[src/rtl/if_stage_pkg.sv]
// Shared constants, FSM encoding and IF/ID payload type for the MIPS fetch stage.
package if_stage_pkg;

    localparam logic [31:0] DEF_RESET_PC  = 32'hBFC0_0000;
    localparam logic [31:0] DEF_NOP_INSTR = 32'h0000_0000;

    typedef enum logic [1:0] {
        IF_IDLE = 2'd0,
        IF_REQ  = 2'd1,
        IF_HOLD = 2'd2
    } if_state_e;

    typedef struct packed {
        logic [31:0] instr;
        logic [31:0] pc;
        logic [31:0] pc4;
        logic        valid;
        logic        adel;
    } ifid_t;

    function automatic logic pc_misaligned(input logic [31:0] pc);
        return pc[1:0] != 2'b00;
    endfunction

endpackage

[src/rtl/if_stage_if.sv]
// Instruction-memory request/acknowledge port of the fetch stage.
interface if_stage_if;
    logic        inst_req;
    logic [31:0] inst_addr;
    logic        inst_ack;
    logic [31:0] inst_rdata;

    modport master (output inst_req, output inst_addr, input inst_ack, input inst_rdata);
    modport slave  (input inst_req, input inst_addr, output inst_ack, output inst_rdata);
endinterface

[src/rtl/if_stage_if_id_reg.sv]
// IF/ID pipeline register: flush beats stall, stall beats load, otherwise a bubble.
module if_stage_if_id_reg
    import if_stage_pkg::*;
#(
    parameter logic [31:0] NOP_INSTR = DEF_NOP_INSTR
) (
    input  logic  clk,
    input  logic  rst,
    input  logic  stall_i,
    input  logic  flush_i,
    input  logic  load_i,
    input  ifid_t data_i,
    output ifid_t q_o
);

    ifid_t q_q;
    ifid_t q_d;

    // Next IF/ID contents by priority; bubbles keep the old PC fields.
    always_comb begin
        q_d = q_q;
        if (flush_i || (!stall_i && !load_i)) begin
            q_d.instr = NOP_INSTR;
            q_d.valid = 1'b0;
            q_d.adel  = 1'b0;
        end else if (stall_i) begin
            q_d = q_q;
        end else begin
            q_d = data_i;
        end
    end

    // Register with synchronous active-low reset.
    always_ff @(posedge clk) begin
        if (!rst) begin
            q_q.instr <= NOP_INSTR;
            q_q.pc    <= 32'd0;
            q_q.pc4   <= 32'd0;
            q_q.valid <= 1'b0;
            q_q.adel  <= 1'b0;
        end else begin
            q_q <= q_d;
        end
    end

    assign q_o = q_q;

endmodule

[src/rtl/if_stage.sv]
// Instruction-fetch stage: PC, req/ack fetch FSM with one-word hold buffer,
// delay-slot-preserving redirects and the IF/ID register.
module if_stage
    import if_stage_pkg::*;
#(
    parameter logic [31:0] RESET_PC  = DEF_RESET_PC,
    parameter logic [31:0] NOP_INSTR = DEF_NOP_INSTR
) (
    input  logic               clk,
    input  logic               rst,
    input  logic               StallF,
    input  logic               StallD,
    input  logic               FlushD,
    input  logic               PCSrcD,
    input  logic [31:0]        PCTargetD,
    if_stage_if.master         imem,
    output logic [31:0]        InstrD,
    output logic [31:0]        PCD,
    output logic [31:0]        PCPlus4D,
    output logic               ValidD,
    output logic               AdelD
);

    if_state_e   state_q, state_d;
    logic [31:0] pcf_q, pcf_d;
    logic        pend_q, pend_d;
    logic [31:0] pend_pc_q, pend_pc_d;
    logic [31:0] buf_q, buf_d;
    logic        discard_q, discard_d;
    logic        adv_q, adv_d;

    logic        misaligned_s, req_s, ack_s, drop_s, keep_s, load_s, advance_s;
    logic [31:0] next_pc_s;
    ifid_t       load_data_s, ifid_s;

    assign misaligned_s = pc_misaligned(pcf_q);
    assign req_s        = (state_q == IF_REQ) && !misaligned_s;
    assign ack_s        = req_s && imem.inst_ack;
    assign drop_s       = ack_s && (discard_q || FlushD);
    assign keep_s       = ack_s && !drop_s;
    // A redirect arriving in the same cycle as the advance must already win.
    assign next_pc_s    = PCSrcD ? PCTargetD : (pend_q ? pend_pc_q : pcf_q + 32'd4);

    // State and datapath registers, synchronous active-low reset.
    always_ff @(posedge clk) begin
        if (!rst) begin
            state_q   <= IF_IDLE;
            pcf_q     <= RESET_PC;
            pend_q    <= 1'b0;
            pend_pc_q <= 32'd0;
            buf_q     <= 32'd0;
            discard_q <= 1'b0;
            adv_q     <= 1'b0;
        end else begin
            state_q   <= state_d;
            pcf_q     <= pcf_d;
            pend_q    <= pend_d;
            pend_pc_q <= pend_pc_d;
            buf_q     <= buf_d;
            discard_q <= discard_d;
            adv_q     <= adv_d;
        end
    end

    // Next-state: FSM transitions, PC advance, pending redirect and hold buffer.
    always_comb begin
        state_d   = state_q;
        pcf_d     = pcf_q;
        pend_d    = pend_q;
        pend_pc_d = pend_pc_q;
        buf_d     = buf_q;
        discard_d = discard_q;
        adv_d     = adv_q;
        advance_s = 1'b0;
        if (PCSrcD) begin
            pend_d    = 1'b1;
            pend_pc_d = PCTargetD;
        end else begin
            pend_d    = pend_q;
        end
        case (state_q)
            IF_IDLE: begin
                // adv_q marks a word delivered under StallF whose PC step was deferred.
                if (PCSrcD && !adv_q) begin
                    pcf_d  = PCTargetD;
                    pend_d = 1'b0;
                end else begin
                    pcf_d  = pcf_q;
                end
                if (!StallF) begin
                    state_d   = IF_REQ;
                    advance_s = adv_q;
                    adv_d     = 1'b0;
                end else begin
                    state_d   = IF_IDLE;
                end
            end
            IF_REQ: begin
                if (misaligned_s) begin
                    advance_s = load_s;
                end else if (ack_s) begin
                    discard_d = 1'b0;
                    if (drop_s || !StallD) begin
                        if (StallF) begin
                            adv_d   = 1'b1;
                            state_d = IF_IDLE;
                        end else begin
                            advance_s = 1'b1;
                        end
                    end else begin
                        buf_d   = imem.inst_rdata;
                        state_d = IF_HOLD;
                    end
                end else if (FlushD) begin
                    discard_d = 1'b1;
                end else begin
                    discard_d = discard_q;
                end
            end
            IF_HOLD: begin
                if (FlushD || !StallD) begin
                    advance_s = 1'b1;
                    state_d   = StallF ? IF_IDLE : IF_REQ;
                end else begin
                    state_d   = IF_HOLD;
                end
            end
            default: state_d = IF_IDLE;
        endcase
        if (advance_s) begin
            pcf_d  = next_pc_s;
            pend_d = 1'b0;
        end else begin
            pend_d = pend_d;
        end
    end

    // Outputs: fetch port and the word offered to the IF/ID register.
    always_comb begin
        load_s            = 1'b0;
        load_data_s.instr = NOP_INSTR;
        load_data_s.pc    = pcf_q;
        load_data_s.pc4   = pcf_q + 32'd4;
        load_data_s.valid = 1'b1;
        load_data_s.adel  = 1'b0;
        case (state_q)
            IF_REQ: begin
                if (misaligned_s) begin
                    load_s           = !StallD && !StallF && !FlushD;
                    load_data_s.adel = 1'b1;
                end else begin
                    load_s            = keep_s && !StallD;
                    load_data_s.instr = imem.inst_rdata;
                end
            end
            IF_HOLD: begin
                load_s            = !StallD && !FlushD;
                load_data_s.instr = buf_q;
            end
            default: load_s = 1'b0;
        endcase
    end

    assign imem.inst_req  = req_s;
    assign imem.inst_addr = pcf_q;

    if_stage_if_id_reg #(.NOP_INSTR(NOP_INSTR)) u_if_id_reg (
        .clk     (clk),
        .rst     (rst),
        .stall_i (StallD),
        .flush_i (FlushD),
        .load_i  (load_s),
        .data_i  (load_data_s),
        .q_o     (ifid_s)
    );

    assign InstrD   = ifid_s.instr;
    assign PCD      = ifid_s.pc;
    assign PCPlus4D = ifid_s.pc4;
    assign ValidD   = ifid_s.valid;
    assign AdelD    = ifid_s.adel;

endmodule

[src/flat_wrapper.sv]
// flat-port wrapper written by rule: the top's interface ports become plain ports
module if_stage_flat import if_stage_pkg::*;
#(
    parameter logic [31:0] RESET_PC  = DEF_RESET_PC,
    parameter logic [31:0] NOP_INSTR = DEF_NOP_INSTR
)
  (clk, rst, StallF, StallD, FlushD, PCSrcD, PCTargetD, InstrD, PCD, PCPlus4D, ValidD, AdelD, imem_inst_req, imem_inst_addr, imem_inst_ack, imem_inst_rdata);
  if_stage_if imem_i ();
  input  logic clk;
  input  logic rst;
  input  logic StallF;
  input  logic StallD;
  input  logic FlushD;
  input  logic PCSrcD;
  input  logic [31:0] PCTargetD;
  output logic [31:0] InstrD;
  output logic [31:0] PCD;
  output logic [31:0] PCPlus4D;
  output logic ValidD;
  output logic AdelD;
  output wire logic [$bits(imem_i.inst_req)-1:0] imem_inst_req;
  output wire logic [$bits(imem_i.inst_addr)-1:0] imem_inst_addr;
  input wire logic [$bits(imem_i.inst_ack)-1:0] imem_inst_ack;
  input wire logic [$bits(imem_i.inst_rdata)-1:0] imem_inst_rdata;
  assign imem_inst_req = imem_i.inst_req;
  assign imem_inst_addr = imem_i.inst_addr;
  assign imem_i.inst_ack = imem_inst_ack;
  assign imem_i.inst_rdata = imem_inst_rdata;
  if_stage #(.RESET_PC(RESET_PC), .NOP_INSTR(NOP_INSTR)) u_core (.clk(clk), .rst(rst), .StallF(StallF), .StallD(StallD), .FlushD(FlushD), .PCSrcD(PCSrcD), .PCTargetD(PCTargetD), .imem(imem_i), .InstrD(InstrD), .PCD(PCD), .PCPlus4D(PCPlus4D), .ValidD(ValidD), .AdelD(AdelD));
endmodule
[config.mk]
export PLATFORM = sky130hd
export DESIGN_NAME = if_stage_flat
export DESIGN_NICKNAME = d
export VERILOG_FILES = /design/src/rtl/if_stage_pkg.sv /design/src/rtl/if_stage_if.sv /design/src/rtl/if_stage_if_id_reg.sv /design/src/rtl/if_stage.sv /design/src/flat_wrapper.sv
export SDC_FILE = /design/constraint.sdc
export NUM_CORES = 1
export LEC_CHECK = 0
export CORE_MARGIN = 5
export CORE_UTILIZATION = 45
export DETAILED_ROUTE_END_ITERATION = 7
export GPL_ROUTABILITY_DRIVEN = 1
export HOLD_SLACK_MARGIN = 0.08
export PLACE_DENSITY = 0.72
export SLEW_MARGIN = 20
export SYNTH_ARGS = -nofsm -noshare
export SYNTH_HDL_FRONTEND = slang
export SYNTH_HIERARCHICAL = 1
export SYNTH_SLANG_ARGS = --single-unit
[constraint.sdc]
create_clock -name clk -period 3.3 [get_ports clk]
set_clock_uncertainty 0.15 [all_clocks]
set_input_delay 0.66 -clock clk [delete_from_list [all_inputs] [get_ports clk]]
set_output_delay 0.66 -clock clk [all_outputs]
set_load 0.02 [all_outputs]
=== Word level (Yosys, flattened, before mapping) ===
Index checks and enable logic that the tools add are counted.
Widths: inputs -> output; s select.

* Register bits after elaboration: 199
* Bits of input ports: 71
* Output and inout port bits: 131

* Add/subtract/negate cells: 1
* Equality and inequality tests: 8
* Mux-type cells: 36
* Bitwise logic cells: 5
* Reduce and logical (&&, ||, !) cells: 35

{| class="wikitable"
|+ Operators with widths
! kind !! number
|-
| $mux 32 || 6
|-
| $pmux 32 s2 || 1
|-
| $add 32x3->32 const B || 1
|-
| $mux 1 || 20
|-
| $logic_and 1x1->1 || 10
|-
| $mux 2 || 5
|-
| $reduce_bool 2->1 || 5
|-
| $ne 2x2->1 const B || 4
|-
| $logic_not 1->1 || 7
|-
| $pmux 2 s3 || 1
|-
| $reduce_and 3->1 || 2
|-
| $reduce_and 6->1 || 1
|-
| $not 1->1 || 5
|-
| $logic_or 1x1->1 || 4
|-
| $pmux 1 s2 || 2
|-
| $reduce_and 2->1 || 2
|-
| $reduce_and 4->1 || 1
|-
| $reduce_or 2->1 || 2
|-
| $ne 3x3->1 const B || 1
|-
| $pmux 1 s3 || 1
|-
| $eq 2x1->1 const B || 1
|-
| $eq 2x2->1 const B || 1
|-
| $logic_not 2->1 || 1
|-
| $ne 2x1->1 const B || 1
|}

=== Longest topological paths before layout ===
Gate-level depths: netlist of the first run.

* Depth in word-level cells: 15
* Mapped depth: 11
* Depth with buffers taken out: 8

=== Hierarchy ===
The synthesis of the first run kept the hierarchy.

{| class="wikitable"
|+ Modules (own cells, without submodules)
! module !! times used !! cells an instance !! area each (um^2) !! sequential area each (um^2)
|-
| if_stage || 1 || 714 || 5,778.0 || 2,021.9
|-
| if_stage_if_id_reg || 1 || 430 || 3,916.3 || 1,961.9
|}

=== Worst setup path before layout of the first run ===
Ideal clock, no wire load.

* Path type: register -> register
* From: register u_core.state_q[0]
* To: register u_core.pcf_q[29] (netlist: u_core/imem.inst_addr[29])
* Setup time: 124 ps
* Arrival: 2,246 ps
* Data required time: 3,026 ps
* Path slack: 780 ps
* Cell stages (with the launch flop): 11
* Path buffers: 2
* Path through: dfxtp_1 inv_1 ha_1 or3b_1 o32ai_4 a21boi_2 or3_1 buf_2 buf_6 a221oi_2 o21ai_1

* Longest elaborated chain between the ends: 13
* Elaborated cells on any way between the ends: 20
* Classes of those cells: 2 x eq/ne; 7 x mux; 11 x reduce/logical

{| class="wikitable"
|+ RTL lines
! element !! RTL line !! RTL
|-
| start, declared || if_stage.sv:24 || <nowiki>if_state_e state_q, state_d;</nowiki>
|-
| start signal, assigned || if_stage.sv:55 || <nowiki>state_q <= state_d;</nowiki>
|-
| $eq 2x1->1 || if_stage.sv:37, if_stage.sv:81, if_stage.sv:146 ||
|-
| $logic_and 1x1->1 || if_stage.sv:37 || <nowiki>assign req_s = (state_q == IF_REQ) && !misaligned_s;</nowiki>
|-
| $logic_and 1x1->1 || if_stage.sv:38 || <nowiki>assign ack_s = req_s && imem.inst_ack;</nowiki>
|-
| $logic_and 1x1->1 || if_stage.sv:39 || <nowiki>assign drop_s = ack_s && (discard_q || FlushD);</nowiki>
|-
| $logic_not 1->1 || if_stage.sv:40 || <nowiki>assign keep_s = ack_s && !drop_s;</nowiki>
|-
| $logic_and 1x1->1 || if_stage.sv:40 ||
|-
| $logic_and 1x1->1 || if_stage.sv:152 || <nowiki>load_s = keep_s && !StallD;</nowiki>
|-
| $mux 1 || if_stage.sv:148 || <nowiki>if (misaligned_s) begin</nowiki>
|-
| $pmux 1 s2 || if_stage.sv:146 || <nowiki>case (state_q)</nowiki>
|-
| $mux 1 || if_stage.sv:99 || <nowiki>if (misaligned_s) begin</nowiki>
|-
| $pmux 1 s3 || if_stage.sv:81 || <nowiki>case (state_q)</nowiki>
|-
| $reduce_bool 2->1 (no line) || n/a ||
|-
| $reduce_and 2->1 (no line) || n/a ||
|-
| end signal, assigned || if_stage.sv:56 || <nowiki>pcf_q <= pcf_d;</nowiki>
|-
| end, declared || if_stage.sv:25 || <nowiki>logic [31:0] pcf_q, pcf_d;</nowiki>
|}

Parallel ways exist; a longest one is shown, timed or not.
A chain may end at the register's enable or synchronous reset.

=== Worst setup path after layout of the first run ===
* From: register u_core.state_q[0]
* To: register u_core.pcf_q[21] (netlist: u_core/imem.inst_addr[21])

Same word-level chain as after synthesis.

==> results of run 1 <==
flip-flops by register name, summed over array words and instances, names as in the netlist, named ones only:
signal                  flops
u_core/u_if_id_reg/q_o     98
u_core/buf_q               32
u_core/imem.inst_addr      32
u_core/pend_pc_q           32
u_core/state_q              2
u_core/adv_q                1
u_core/discard_q            1
per-layer routing:
layer  GRT usage  routed length [um]
met5           0                  41
met4      0.0682                 653
met3      0.0608                2530
met2       0.347               12900
met1       0.296               11900
where the power goes:
group	total (mW)	switching, mW	internal (mW)
Clock	2.07	0.981	1.08
Combinational	0.792	0.439	0.353
Sequential	2.57	0.100	2.47
tightest hold or removal path, cell delays in order (launching register included):
cell and delay (ns):
dfxtp_1 0.31, nand2_1 0.05, a21oi_1 0.05
cell usage after synthesis, drive strengths merged, types with 2 or more instances:
library cell  count  area, um2
clkbuf           50        189
nand2           266        998
nor2             58        220
o211ai           10       75.1
a22oi            34        255
o21ai            24        120
a32oi             5       43.8
dfxtp           199       3980
a21oi            75        375
o221ai            4       35.0
or2               3       18.8
buf              63        495
nand2b           12       75.1
nand4            15       93.8
mux2              8       90.1
a221oi            7       85.1
nor2b            35        219
a31oi             3       18.8
o21a              4       30.0
o2111ai           4       35.0
xnor2            17        149
xor2              8       70.1
or3               2       12.5
nand3            18        100
and4              2       17.5
nor3b             4       46.3
inv              17       63.8
nand3b           34        255
nor3             14       81.3
o22ai             5       31.3
nor4              7       56.3
ha                5       62.6
mux2i           109       1090
and3              5       31.3
cell type report:
type / instances / area share
Multi-Input combinational cell: 814 / 0.405
Timing Repair Buffer: 241 / 0.190
Tap cell: 275 / 0.0280
Inverter: 18 / 0.00550
Sequential cell: 199 / 0.324
Clock buffer: 18 / 0.0358
Clock inverter: 14 / 0.0114
cells by family after synthesis:
kind of cell    share of synthesized area
other cells                      0.000387
simple gates                        0.233
flops                               0.411
buf+inv                            0.0776
compound gates                      0.127
xor+xnor                           0.0226
mux                                 0.122
fa+ha+maj                         0.00645
stage by stage:
step / setup WS (ns) / std cells / util
floorplan: 0.780 / 1144 / -
global placement: 0.106 / 1547 / 0.555
detailed placement: 0.0658 / 1547 / 0.555
CTS: 0.399 / 1579 / 0.582
global route: 0.148 / 1579 / 0.582
finish: 0.329 / 1579 / 0.582
worst min-delay path by stage:
| stage | start | end | slack [ns] | depth (start not counted) |
|---|---|---|---|---|
| 2_1_floorplan | u_core/buf_q[0]$_SDFFE_PN0P_ | u_core/buf_q[0]$_SDFFE_PN0P_ | 0.29 | 2 |
| 3_3_place_gp | u_core/u_if_id_reg/q_o[58]$_SDFFE_PN0P_ | u_core/u_if_id_reg/q_o[58]$_SDFFE_PN0P_ | 0.29 | 2 |
| 3_5_place_dp | u_core/u_if_id_reg/q_o[88]$_SDFFE_PP0N_ | u_core/u_if_id_reg/q_o[88]$_SDFFE_PP0N_ | 0.29 | 2 |
| 4_1_cts | u_core/u_if_id_reg/q_o[88]$_SDFFE_PP0N_ | u_core/u_if_id_reg/q_o[88]$_SDFFE_PP0N_ | 0.31 | 2 |
| 5_1_grt | u_core/buf_q[21]$_SDFFE_PN0P_ | u_core/buf_q[21]$_SDFFE_PN0P_ | 0.33 | 2 |
| 6_report | u_core/u_if_id_reg/q_o[88]$_SDFFE_PP0N_ | u_core/u_if_id_reg/q_o[88]$_SDFFE_PP0N_ | 0.30 | 2 |
==> summary.txt, run 1 <==
Hold_ws: 0.303 ns
CP most frequent cell: o22ai_1
Max incr delay on CP: 0.71 ns
Tcrit/Tclk final: 0.900
Sequential element share of the synthesized area: 0.411
Max Fclk: 337 MHz
Total CTS buffers: 17
Final slew viol count: 0
Most frequent cells in the layout: nand2_1, dfxtp_1, clkdlybuf4s50_1, mux2i_1, a21oi_1
Reg2reg end: u_core/imem.inst_addr[21]$_SDFFE_PN0P_
Pwr dens: 442 nW/um2
RePlAce Congestion: 0.880
Post-DR wirelength/cell: 17.7 um
Outcome: completed
Root Buffer: clkbuf_16
Commonest non-fill, non-tap cell in the layout: nand2_1
Htree depth: 4
WL final: 28.0 mm
RSZ-0062 raised after global routing: false
Die Span Y: 157 um
Share of cells above drive strength 1: 0.0798
Initial DRC Count: 803
CP arrival: 3.17 ns
Cts repair resizes: 0
Netlist cell types: 67
Fin area: 12300 um2
I/O pin total: 202
Nets: 1367
Peak VDD IR: 0.000324 V
WS Path Type: flip-flop to flip-flop
Clk_lat worst skew: 0.43 ns
# port buffers: 201
Reg2Reg Depth: 8
Tot GR Track Use: 0.221
Starting Density: 0.460
Vias in the first global route: 8268
Synthesized netlist cell count: 1144
Crit-path slowest cell: nor2_1
Design Power: 5.43 mW
Post-synthesis area per instance: 8.47 um2
Final routed DRC violation total: 0
Ys async rst share: 0
R2r setup slk: 0.33 ns
# clock sinks: 199
Register area: 3980 um2
CTS tree: done
Placed Area: 11700 um2
Via count: 8667
Clk buf depth: 2
Initial antenna violation count: 3
Worst-margin pin slew: 0.918 ns
Crit path cell chain: inv_1 -> ha_1 -> or3b_1 -> o22ai_1 -> a221oi_4 -> nor2_1 -> o221ai_1 -> o22ai_1
Area of the multi-input gates: 4970 um2
Post-DP HPWL: 19.6 mm
Max-slew headroom: 0.386
Worst EP required: 3.50 ns
Global-route wire length before repair: 44.0 mm
Final setup viols: 0
CP Depth: 8
GRT Residual Overflow: 0
Worst setup EP type: flip-flop
Hold WC Path Type: flip-flop to flip-flop
FF+latch count, synth: 199
CORE AREA: 21100 um2
Highest net fanout along the worst path: 12
Syn Nets: 1220
Post-Syn Area: 9690 um2
First-pass iteration count of the detailed router: 7
Leak: 4.19 nW
Delay-heaviest family, CP: simple AND/OR/NAND/NOR gates
Synth warn: 6
Fill count: 1903
Sum Neg Setup Slack: 0 ns
Crit path capture: u_core/imem.inst_addr[21]$_SDFFE_PN0P_
CTS clk-pin slew, worst paths: 0.08 ns
EDFF count, synth: 0
Startpoint types: flip-flop
CP bufs+invs: 1
Post-CTS Hold Fix Bufs: 0
Die area: 24600 um2
Launching point of the worst reg2reg path: u_core/state_q[0]$_SDFFE_PN0P_
Max-Cap Viols: 0
Vias per cell: 5.49
P&R area growth vs syn: 26.7%
Main synth FF type: dfxtp_1
Diode count: 0
Post-CTS setup buffer count: 0
Minimum clock period: 2.97 ns
CP startpoint: u_core/state_q[0]$_SDFFE_PN0P_
Final ANT Viol Nets: 0
Largest net degree at the start of global routing: 73
Final hold vios: 0
Die X: 157 um
FP Rows: 53
Note: power is estimated with default switching activity, not from simulation.
==> run 2: changes to the inputs <==
--- a/config.mk
+++ b/config.mk
@@ -16,3 +16,4 @@
 export SYNTH_HDL_FRONTEND = slang
 export SYNTH_HIERARCHICAL = 1
 export SYNTH_SLANG_ARGS = --single-unit
+export TNS_END_PERCENT = 50
==> results of run 2 <==
Final layout, timing and power as in run 1 (identical DEF).
==> run 3: changes to the inputs <==
--- a/config.mk
+++ b/config.mk
@@ -5,12 +5,14 @@
 export SDC_FILE = /design/constraint.sdc
 export NUM_CORES = 1
 export LEC_CHECK = 0
+export CAP_MARGIN = 15
 export CORE_MARGIN = 5
 export CORE_UTILIZATION = 45
 export DETAILED_ROUTE_END_ITERATION = 7
 export GPL_ROUTABILITY_DRIVEN = 1
 export HOLD_SLACK_MARGIN = 0.08
 export PLACE_DENSITY = 0.72
+export SETUP_SLACK_MARGIN = 0.2
 export SLEW_MARGIN = 20
 export SYNTH_ARGS = -nofsm -noshare
 export SYNTH_HDL_FRONTEND = slang
==> run 3 against run 2 <==
The flow now finishes with violations (DRC). Critical path depth fell by 4. Worst setup slack improved by 0.087 ns. Fmax rose by 3.0%. First-iteration DRC count unchanged. Critical endpoint is now imem_inst_req.
==> summary.txt, run 3 (synthesized netlist as in run 1, its figures left out) <==
M2 GR Usage: 0.347
Final hold vios: 0
Grt met1 use: 0.296
Final slew viol count: 0
Hold_ws: 0.303 ns
Root Buffer: clkbuf_16
Leak: 4.19 nW
Final setup viols: 0
GRT Residual Overflow: 0
Max-Cap Viols: 0
Global-route wire length before repair: 44.0 mm
Worst slack, placed: 0.0658 ns
Pwr dens: 442 nW/um2
Busiest layer in global routing: met2
Nets: 1367
I/O pin total: 202
Clk buf depth: 2
WL final: 28.1 mm
Post-DP HPWL: 19.6 mm
Die area: 24600 um2
Outcome: finished with violations
Post-layout util: 0.583
Worst hold path depth: 2
Largest net degree at the start of global routing: 73
Starting Density: 0.460
Commonest non-fill, non-tap cell in the layout: nand2_1
Most frequent cells in the layout: nand2_1, dfxtp_1, clkdlybuf4s50_1, mux2i_1, a21oi_1
Minimum clock period: 2.88 ns
Worst setup EP type: primary output
Fill count: 1906
Worst Hold Launch: u_core/u_if_id_reg/q_o[88]$_SDFFE_PP0N_
Diode count: 0
Die X: 157 um
First-pass iteration count of the detailed router: 8
Sum Neg Setup Slack: 0 ns
Failing checks: DRC
FP Rows: 53
Worst-margin pin slew: 0.730 ns
# port buffers: 201
CORE AREA: 21100 um2
Final routed DRC violation total: 2
Peak VDD IR: 0.000328 V
Final ANT Viol Nets: 0
Post-CTS Hold Fix Bufs: 0
Share of cells above drive strength 1: 0.0805
Initial DRC Count: 803
Startpoint types: flip-flop
CTS clk-pin slew, worst paths: 0.08 ns
Total CTS buffers: 17
Post-DR wirelength/cell: 17.8 um
Die Span Y: 157 um
Final WS setup: 0.416 ns
Tcrit/Tclk final: 0.874
RePlAce Congestion: 0.880
Worst EP required: 2.49 ns
Hold WC Path Type: flip-flop to flip-flop
CTS tree: done
Clk_lat worst skew: 0.43 ns
WS Path Type: flip-flop to primary output
Highest net fanout along the worst path: 7
Reg2Reg Depth: 8
RSZ-0062 raised after global routing: false
Max reg flops: 98
Via count: 8602
Vias per cell: 5.45
GR Util met3: 0.0608
P&R area growth vs syn: 26.7%
Tot GR Track Use: 0.221
Max Fclk: 347 MHz
Htree depth: 4
# clock sinks: 199
Design Power: 5.43 mW
Launching point of the worst reg2reg path: u_core/state_q[0]$_SDFFE_PN0P_
Vias in the first global route: 8268
Max-slew headroom: 0.513
Initial antenna violation count: 3
CP startpoint: u_core/state_q[1]$_SDFFE_PN0P_
CP arrival: 2.07 ns
-- run 3: final cells by class --
| type | count | area (um2) | share of cell area |
|---|---|---|---|
| Multi-Input combinational cell | 814 | 4970 | 0.405 |
| Sequential cell | 199 | 3980 | 0.324 |
| Timing Repair Buffer | 241 | 2340 | 0.190 |
| Clock buffer | 18 | 439 | 0.0357 |
| Tap cell | 275 | 344 | 0.0280 |
| Clock inverter | 14 | 140 | 0.0114 |
| Inverter | 18 | 67.6 | 0.00550 |
-- run 3: through the flow --
stage               cell area, um2  std cells
global placement             11700       1547
floorplan                     9690       1144
CTS                          12300       1579
finish                       12300       1579
global route                 12300       1579
detailed placement           11700       1547
-- run 3: critical path, stage by stage, from the launching register on --
cell and delay (ns):
dfxtp_1 0.34, inv_1 0.09, ha_1 0.29, nor3b_2 0.23
clkdlybuf4s50_1 0.69
-- run 3: layer usage --
| layer | vias up | share of wire |
|---|---|---|
| met5 | - | 0.0015 |
| met4 | 6 | 0.023 |
| met3 | 55 | 0.089 |
| met2 | 334 | 0.46 |
| li1 | 4186 | - |
| met1 | 4021 | 0.43 |
-- run 3: worst paths after layout --
| check | end | slack (ns) |
|---|---|---|
| worst max-delay path | imem_inst_req | 0.42 |
| worst min-delay path | u_core/u_if_id_reg/q_o[88]$_SDFFE_PP0N_ | 0.30 |
| worst max register to register | u_core/imem.inst_addr[13]$_SDFFE_PN0P_ | 0.48 |
| worst min register to register | u_core/u_if_id_reg/q_o[88]$_SDFFE_PP0N_ | 0.30 |
-- run 3: timing repair --
item,CTS,global route
gates resized for setup,0,1
setup buffers,0,0
endpoints found under the setup margin,0,3
-- run 3: power breakdown --
group          internal (mW)  switching [mW]
clock                   1.08           0.983
combinational          0.354           0.439
sequential              2.47           0.101
